===== src/rtl/fifo_arb_pkg.sv =====
// Shared types and helpers for the FIFO write-side arbiter.
package fifo_arb_pkg;

  typedef enum logic {
    IDLE = 1'b0,
    LOCK = 1'b1
  } arb_state_e;

  // Increment with wrap at n; never yields a value >= n.
  function automatic int unsigned next_idx(input int unsigned idx, input int unsigned n);
    return (idx + 1 >= n) ? 0 : idx + 1;
  endfunction

endpackage


===== src/rtl/fifo_wr_arbiter_rr_pick.sv =====
// Rotating priority encoder: first set valid bit at or after ptr, with wrap.
module rr_pick #(
  parameter int NUM_REQ = 4,
  parameter int ID_W    = $clog2(NUM_REQ)
) (
  input  logic [NUM_REQ-1:0] valid,
  input  logic [ID_W-1:0]    ptr,
  output logic               any,
  output logic [ID_W-1:0]    idx
);

  // Index that sits k positions after p, modulo NUM_REQ (p is always < NUM_REQ).
  function automatic int unsigned rot(input logic [ID_W-1:0] p, input int unsigned k);
    int unsigned s;
    s = 32'(p) + k;
    return (s >= NUM_REQ) ? s - NUM_REQ : s;
  endfunction

  // Scan from the farthest offset down so the nearest valid index wins last.
  always_comb begin
    any = 1'b0;
    idx = '0;
    for (int unsigned k = NUM_REQ; k > 0; k--) begin
      if (valid[ID_W'(rot(ptr, k - 1))]) begin
        any = 1'b1;
        idx = ID_W'(rot(ptr, k - 1));
      end
    end
  end

endmodule


===== src/rtl/fifo_wr_arbiter.sv =====
// Round-robin burst arbiter sharing one FIFO write port among NUM_REQ producers.
module fifo_wr_arbiter
  import fifo_arb_pkg::*;
#(
  parameter int WIDTH     = 32,
  parameter int NUM_REQ   = 4,
  parameter int MAX_BURST = 4,
  parameter int ID_W      = $clog2(NUM_REQ)
) (
  input  logic                     clk,
  input  logic                     reset,
  input  logic [NUM_REQ-1:0]       req_valid,
  input  logic [NUM_REQ*WIDTH-1:0] req_data,
  output logic [NUM_REQ-1:0]       req_ready,
  input  logic                     fifo_pre_full,
  input  logic                     fifo_full,
  output logic                     w_valid,
  output logic [WIDTH-1:0]         data_in,
  output logic [ID_W-1:0]          src_id,
  output logic                     busy
);

  localparam int CNT_W = $clog2(MAX_BURST + 1);

  arb_state_e                      state, state_nxt;
  logic [ID_W-1:0]                 own, rr_ptr, pick, sel;
  logic [CNT_W-1:0]                cnt;
  logic                            any, space, xfer;
  logic [NUM_REQ-1:0][WIDTH-1:0]   lanes;

  assign lanes = req_data;
  // The registered beat still in flight occupies the last free slot.
  assign space = !fifo_full && !(fifo_pre_full && w_valid);
  assign busy  = (state == LOCK);

  rr_pick #(.NUM_REQ(NUM_REQ), .ID_W(ID_W)) u_pick (
    .valid (req_valid),
    .ptr   (rr_ptr),
    .any   (any),
    .idx   (pick)
  );

  // Grant decode and next state; ready is held off while in reset.
  always_comb begin
    state_nxt = state;
    req_ready = '0;
    xfer      = 1'b0;
    sel       = own;
    case (state)
      IDLE: begin
        sel = pick;
        if (space && any) begin
          req_ready[pick] = 1'b1;
          xfer            = 1'b1;
          if (MAX_BURST > 1) state_nxt = LOCK;
        end
      end
      LOCK: begin
        req_ready[own] = space;
        xfer           = space && req_valid[own];
        // A stall with valid held never releases; valid-drop or last beat does.
        if (!req_valid[own] || (xfer && cnt == CNT_W'(MAX_BURST - 1)))
          state_nxt = IDLE;
      end
      default: state_nxt = IDLE;
    endcase
    if (!reset) begin
      req_ready = '0;
      xfer      = 1'b0;
    end
  end

  // State, owner, beat counter and round-robin pointer.
  always_ff @(posedge clk) begin
    if (!reset) begin
      state  <= IDLE;
      own    <= '0;
      cnt    <= '0;
      rr_ptr <= '0;
    end else begin
      state <= state_nxt;
      if (state == IDLE) begin
        if (xfer) begin
          own <= pick;
          cnt <= CNT_W'(1);
          if (MAX_BURST == 1) rr_ptr <= ID_W'(next_idx(32'(pick), NUM_REQ));
        end
      end else if (state_nxt == IDLE) begin
        rr_ptr <= ID_W'(next_idx(32'(own), NUM_REQ));
        cnt    <= '0;
      end else if (xfer) begin
        cnt <= cnt + 1'b1;
      end
    end
  end

  // Registered write port; data and id hold between transfers.
  always_ff @(posedge clk) begin
    if (!reset) begin
      w_valid <= 1'b0;
      data_in <= '0;
      src_id  <= '0;
    end else begin
      w_valid <= xfer;
      if (xfer) begin
        data_in <= lanes[sel];
        src_id  <= sel;
      end
    end
  end

endmodule

===== config.mk =====
export PLATFORM = sky130hd
export DESIGN_NAME = fifo_wr_arbiter
export DESIGN_NICKNAME = d
export VERILOG_FILES = /design/src/rtl/fifo_arb_pkg.sv /design/src/rtl/fifo_wr_arbiter_rr_pick.sv /design/src/rtl/fifo_wr_arbiter.sv
export SDC_FILE = /design/constraint.sdc
export NUM_CORES = 1
export LEC_CHECK = 0
export ABC_AREA = 1
export BUFFER_PORTS_ARGS = -buffer_cell sky130_fd_sc_hd__clkbuf_2
export CORE_UTILIZATION = 42
export CTS_CLUSTER_SIZE = 28
export DETAILED_ROUTE_END_ITERATION = 10
export PLACE_DENSITY = 0.84
export SLEW_MARGIN = 20
export SYNTH_ARGS = -nofsm -noshare
export SYNTH_HDL_FRONTEND = slang
export SYNTH_SLANG_ARGS = --single-unit

===== constraint.sdc =====
create_clock -name clk -period 1.72 [get_ports clk]
set_input_delay 0 -clock clk [delete_from_list [all_inputs] [get_ports clk]]
set_output_delay 0 -clock clk [all_outputs]
set_load 0.01 [all_outputs]

==> Yosys cells after proc, flatten, opt, wreduce, memory -nomap -nowiden <==
Cells that the tools add are included.
{ "op_classes": {"n_lt_le_gt_ge": 14, "eq_ne": 2, "bitwise": 3, "addsub": 9, "mux": 42, "reduce_logical": 15} }
{ "ops": {"columns": ["cell", "n"], "rows": [
  ["binary-select mux 32 bit (select 2 bit)", 1],
  ["two-way mux 32 bit", 1],
  ["less-than comparator 2 x 3 -> 1 bit (second input constant)", 7],
  ["two-way mux 2 bit", 10],
  ["two-way mux 1 bit", 14],
  ["greater-or-equal comparator 3 bit (second input constant)", 4],
  ["two-way mux 3 bit", 4],
  ["binary-select mux 1 bit (select 2 bit)", 5],
  ["two-way mux 4 bit", 2],
  ["one-hot mux 4 bit (2 select lines)", 1],
  ["subtractor 2 x 1 -> 2 bit (second input constant)", 4],
  ["logical AND 1 bit", 7],
  ["adder 2 x 1 -> 3 bit (second input constant)", 2],
  ["adder 2 x 2 -> 3 bit (second input constant)", 2],
  ["AND reduction 2 bit", 3],
  ["AND 4 bit", 1],
  ["demux 1 bit (select 2 bit)", 2],
  ["greater-or-equal comparator 2 x 1 -> 1 bit (second input constant)", 2],
  ["one-hot mux 1 bit (2 select lines)", 2],
  ["adder 3 x 1 -> 3 bit (second input constant)", 1],
  ["equality test 3 x 2 -> 1 bit (second input constant)", 1],
  ["greater-or-equal comparator 2 x 3 -> 1 bit (second input constant)", 1],
  ["logical NOT 1 bit", 3],
  ["!= test 2 x 1 -> 1 bit (second input constant)", 1],
  ["other kinds (3)", 4]
]} }
{ "totals": {"elab_cells": 92, "output_inout_bits": 40, "register_bits": 43, "inputBits": 136} }

==> Depth between registers and ports, before layout <==
{ "logic_depth": {"word_depth": 16, "mapped_depth": 16, "ltp_nobuf": 14} }

==> Cells and area by module <==
From an unflattened synthesis, not the netlist that was laid out.
{ "hier_totals": {"cells_unflattened": 477, "hier_area_um2": 3067.9} }
{ "by_module_without_submodules": {"columns": ["mod", "instances", "area_per_inst_um2", "cells_each"], "rows": [
  ["fifo_wr_arbiter", 1, 2855.2, 431],
  ["rr_pick", 1, 212.7, 46]
]} }

==> Least setup slack after synthesis <==
No wires, ideal clock.
{ "synth_timing": {"path_kind": "reg2reg", "start": "reg rr_ptr[0]", "end": "reg data_in[31]", "path_stages_with_launch": 16, "setup_ns": 0.112, "synth_period_minus_slack_ns": 1.653, "slack_ns": 0.067, "arrival_ns": 1.540, "t_required_ns": 1.608, "cell_sequence": "dfxtp_1 -> buf_4 -> nand2_1 -> nand3_2 -> nand2_1 -> inv_1 -> nand2_1 -> nand3_2 -> nand3_2 -> buf_6 -> buf_2 -> nand3_1 -> nand3_1 -> nand2_1 -> nand2_1 -> nand2_1"} }
{ "synth_via": {"elab_chain_len": 13, "word_cells_on_any_way": 38} }
{ "synth_lines": {"columns": ["item", "line", "text"], "rows": [
  ["from (decl)", "fifo_wr_arbiter.sv:26", "logic [ID_W-1:0] own, rr_ptr, pick, sel;"],
  ["from (signal assigned)", "fifo_wr_arbiter.sv:86", "if (MAX_BURST == 1) rr_ptr <= ID_W'(next_idx(32'(pick), NUM_REQ));"],
  ["from (signal assigned)", "fifo_wr_arbiter.sv:89", "rr_ptr <= ID_W'(next_idx(32'(own), NUM_REQ));"],
  ["adder 2 x 2 -> 3 bit", "fifo_wr_arbiter_rr_pick.sv:15", "s = 32'(p) + k;"],
  ["greater-or-equal comparator 3 bit or subtractor 2 x 1 -> 2 bit (tied branches)", "fifo_wr_arbiter_rr_pick.sv:16", "return (s >= NUM_REQ) ? s - NUM_REQ : s;"],
  ["two-way mux 2 bit", "fifo_wr_arbiter_rr_pick.sv:16", null],
  ["binary-select mux 1 bit (select 2 bit)", "fifo_wr_arbiter_rr_pick.sv:24", "if (valid[ID_W'(rot(ptr, k - 1))]) begin"],
  ["two-way mux 1 bit (implied by the code)", "fifo_wr_arbiter_rr_pick.sv:24", null],
  ["two-way mux 1 bit (4 in a row)", "fifo_wr_arbiter_rr_pick.sv:24", null],
  ["logical AND 1 bit", "fifo_wr_arbiter.sv:52", "if (space && any) begin"],
  ["two-way mux 1 bit", "fifo_wr_arbiter.sv:52", null],
  ["one-hot mux 1 bit (2 select lines)", "fifo_wr_arbiter.sv:49", "case (state)"],
  ["two-way mux 1 bit", "fifo_wr_arbiter.sv:67", "if (!reset) begin"],
  ["to (signal assigned)", "fifo_wr_arbiter.sv:106", "data_in <= lanes[sel];"],
  ["to (decl)", "fifo_wr_arbiter.sv:18", "output logic [WIDTH-1:0] data_in,"]
]} }
Parallel ways exist; a longest one is shown, timed or not. The select of a mux whose other input is x is not followed.
A chain may end at the register's enable or synchronous reset.

==> Final worst setup path <==
{ "layout_timing": {"start": "reg rr_ptr[0]", "end": "out req_ready[0]"} }
{ "layout_via": {"elab_chain_len": 16, "word_cells_on_any_way": 40} }
{ "layout_lines": {"columns": ["item", "line", "text"], "rows": [
  ["adder 2 x 2 -> 3 bit", "fifo_wr_arbiter_rr_pick.sv:15", null],
  ["greater-or-equal comparator 3 bit or subtractor 2 x 1 -> 2 bit (tied branches)", "fifo_wr_arbiter_rr_pick.sv:16", null],
  ["two-way mux 2 bit", "fifo_wr_arbiter_rr_pick.sv:16", null],
  ["binary-select mux 1 bit (select 2 bit)", "fifo_wr_arbiter_rr_pick.sv:24", null],
  ["two-way mux 1 bit (implied by the code)", "fifo_wr_arbiter_rr_pick.sv:24", null],
  ["two-way mux 2 bit (4 in a row)", "fifo_wr_arbiter_rr_pick.sv:24", null],
  ["less-than comparator 2 x 3 -> 1 bit (implied by the code) or greater-or-equal comparator 2 x 1 -> 1 bit (tied branches)", "fifo_wr_arbiter.sv:53", "req_ready[pick] = 1'b1;"],
  ["logical AND 1 bit (implied by the code)", "fifo_wr_arbiter.sv:53", null],
  ["two-way mux 1 bit (implied by the code)", "fifo_wr_arbiter.sv:53", null],
  ["demux 1 bit (select 2 bit)", "fifo_wr_arbiter.sv:53", null],
  ["two-way mux 4 bit (*)", "fifo_wr_arbiter.sv:52", null],
  ["one-hot mux 4 bit (2 select lines) (*)", "fifo_wr_arbiter.sv:49", null],
  ["two-way mux 4 bit (*)", "fifo_wr_arbiter.sv:67", null],
  ["to (decl)", "fifo_wr_arbiter.sv:14", "output logic [NUM_REQ-1:0] req_ready,"]
]} }
Every way passes the cells marked *; elsewhere a longest branch is shown, timed or not. The select of a mux whose other input is x is not followed.

==> run metrics <==
drt wl/cell=13.0 um; largest net degree at the start of global routing=47; cell breakdown of the critical path=buf_6 > nand2_4 > nand3_4 > nand2_2 > inv_2 > nand2_2 > nand3_2 > nand3_4 > buf_12 > nor2_4 > nand2_2 > a21oi_2 > buf_2; Die H=94.1 um; Worst Hold Class=input port to register; final instance area=5420 um^2; Initial DRT Pass Iterations=5; Mapped Nets=800; RR Endpoint=data_in[14]; largest family of logic cells by synthesized area=simple AND/OR/NAND/NOR gates; Die W=94.1 um; mean post-synth cell area=5.42 um^2; Clock Path Buffers=2; Inserted Clock Buffers=5; clock-pin slew on the worst setup and hold paths=about 0.090 ns; # port buffers=175; routed vias/inst=4.96; Starting Density=0.434; Post-synth EDFFs=0; CP arrival=2.05 ns; Worst path most repeated cell=nand2_2; startpoint class of the critical path=register; Post-Syn Instances=657; Async SR Flop Fraction=0; Post-Synth Adder-Cell Area=0.0246; multiplexer share of the synthesized area=0; Filler Cells Inserted=approximately 720; Area Growth Syn to Fin=52.1%; Post-DP HPWL=slightly above 8000 um; outcome=complete, but fails checks; worst stage delay on the critical path=~0.37 ns; CP Max Fanout=5; worst relative slew slack=0.785; Synth Area in Simple Gates=0.475; post-layout min period=2.05 ns; Root Driver=clkbuf_8; Yosys reg bits=43; DIE AREA=a little under 9000 um^2; cell family contributing the most delay on the critical path=simple AND/OR/NAND/NOR gates; post-synthesis cell type count=23; layout cells sized above 1=0.334; ANT nets after route=0; nets=1003; clock skew=just over 0.009 ns; worst reg-to-reg setup slack=-0.30 ns; TritonCTS clock tree=yes; sequential area share after synthesis=0.242; grt ovf=0; final hold violations=0; total power=around 5.2 mW; maximum vdd drop=between 0.4 and 0.5 mV; Via Count=4788; met1 Track Usage GR=0.320; clock insertion delay at the later pin of the skew report=0.30 ns; H-tree depth=2; Mapped Area=3560 um^2; WP data required=~1.7 ns; I/O pin total=176; dpl ws=-0.174 ns; WL final=around 13000 um; maxcap violations=0; Final GP Congestion=0.904; Synth Warn #=0; slowest cell on the critical path=dfxtp_2; P_leak=3.42 nW; Slew @ Worst Pin=0.320 ns; RSZ-0062 raised after global routing=yes; Critical Path Source=rr_ptr[0]; initial antenna violation count=0; crit path buf inv count=4; DRC viols=0; DRT iter0 DRCs=between 200 and 300; met2 Resource Use GR=0.471; ant diodes=0; clock sinks=between 40 and 50; failing checks=negative setup slack; Worst Setup End Kind=output port; Max Slew Vio Count=0; Min-Delay Endpoint=data_in[1]; first-pass GRT wire length=18600 um; Worst Hold Launch=req_data[1]; M3 GR Usage=0.0445; vias in the first global route=4111; gr usage total=0.266; Max Fclk=0.487 GHz; crit path kind=register to output port; crit share post-route=1.19; complex-gate fraction of the synthesized area=0.0407; GRT busiest layer=met2; Hold Crit Depth=7; placed inst area=about 4700 um^2; XOR/XNOR Fraction of Synth Area=0; setup ws final=-0.333 ns; Cell Rows=33; area of the core=8220 um^2; pwr/cell area=a little under 1000 nW/um^2; commonest register cell after synthesis=dfxtp_1; cell count of the worst reg-to-reg path=17; FF-to-FF Start=rr_ptr[0]; endpoints failing setup=40
==> what timing repair did <==
action | in CTS | in global routing
setup buffers | 10 | 7
pin swaps | 7 | 17
endpoints found under the hold margin | 2 | 0
cloned | 4 | 5
hold buffers | 1 | 0
setup endpoints to repair | 39 | 44
gates resized for setup | 41 | 31
==> cell type report <==
class | instances | area [um^2] | area share
Clock inverter | 2 | 60.1 | 0.0111
Sequential cell | 43 | 866 | 0.160
Tap cell | 105 | 131 | 0.0242
Timing Repair Buffer | 232 | 1620 | 0.299
Inverter | 149 | 564 | 0.104
Clock buffer | 6 | 72.6 | 0.0134
Multi-Input combinational cell | 429 | 2100 | 0.388
==> worst max path at each step <==
stage	cells past startpoint	to
global placement	14	data_in[2]
detailed placement	15	data_in[18]
CTS	12	req_ready[0]
floorplan	15	data_in[31]
finish	13	req_ready[0]
global route	13	req_ready[0]
==> power by group <==
part           switching, mW  internal [mW]
combinational           1.62           1.41
clock                  0.373          0.581
sequential            0.0968           1.15
total                   2.09           3.15
==> layout by cell type (no fill, tap or decap), types with 2 or more instances in the layout <==
master and n:
buf_12 12, buf_4 28, buf_6 9, a21oi_1 12, clkbuf_8 5, nand3_4 3, nand2_1 217, inv_4 2
nor2_4 3, nor2_2 4, clkbuf_16 4, o21ai_1 2, inv_2 3, nor2_1 3, buf_16 3, dfxtp_1 41
ha_1 7, inv_1 144, clkbuf_2 171, nand2_4 2, bufinv_16 2, buf_2 4, o21ai_0 6, nand3_2 6
nand3_1 136, nand2_2 20
==> synthesized netlist by cell type (3+ instances only) <==
| cell type | number | area (um^2) |
|---|---|---|
| clkbuf_1 | 7 | 26.3 |
| a21oi_1 | 14 | 70.1 |
| nand3_2 | 3 | 30.0 |
| nand3_1 | 142 | 711 |
| nand2_1 | 239 | 897 |
| dfxtp_1 | 43 | 861 |
| buf_1 | 4 | 15.0 |
| buf_2 | 15 | 75.1 |
| inv_1 | 148 | 556 |
| ha_1 | 7 | 87.6 |
| buf_6 | 7 | 78.8 |
| o21ai_0 | 8 | 40.0 |
| nor2_1 | 8 | 30.0 |
| buf_4 | 3 | 22.5 |
==> per-layer routing <==
metal / up-vias / part of all wire / wire (um)
li1: 2382 / - / -
met1: 2106 / 0.40 / 5040
met2: 271 / 0.48 / 6070
met3: 29 / 0.092 / 1160
met4: 0 / 0.024 / 297
met5: - / 0 / 0
==> sequential cells by signal (all words and copies together), names as in the netlist <==
register	cells
busy	1
cnt	3
data_in	32
own	2
rr_ptr	2
src_id	2
w_valid	1
==> per-stage QoR <==
stage,hold slack (ns),std cells,setup TNS (ns),utilization
floorplan,0.138,657,0,-
global placement,0.259,932,-3.12,0.572
detailed placement,0.263,932,-5.05,0.572
CTS,0.0716,955,-5.44,0.631
global route,0.0887,966,-13.36,0.660
finish,0.0737,966,-8.47,0.660
==> worst min-delay path: stages <==
cell and delay (ns):
clkbuf_2 0.07, inv_1 0.03, nand2_2 0.05, nand3_1 0.05, nand2_1 0.05, nand2_1 0.04
nand2_1 0.04
==> kinds of logic (layout without fill, tap and decap cells) <==
| logic type | Yosys count | count (layout) |
|---|---|---|
| buf+inv | 185 | 389 |
| compound gates | 27 | 27 |
| fa+ha+maj | 7 | 7 |
| flops | 43 | 43 |
| simple gates | 395 | 395 |
Note: power is estimated with default switching activity, not from simulation.
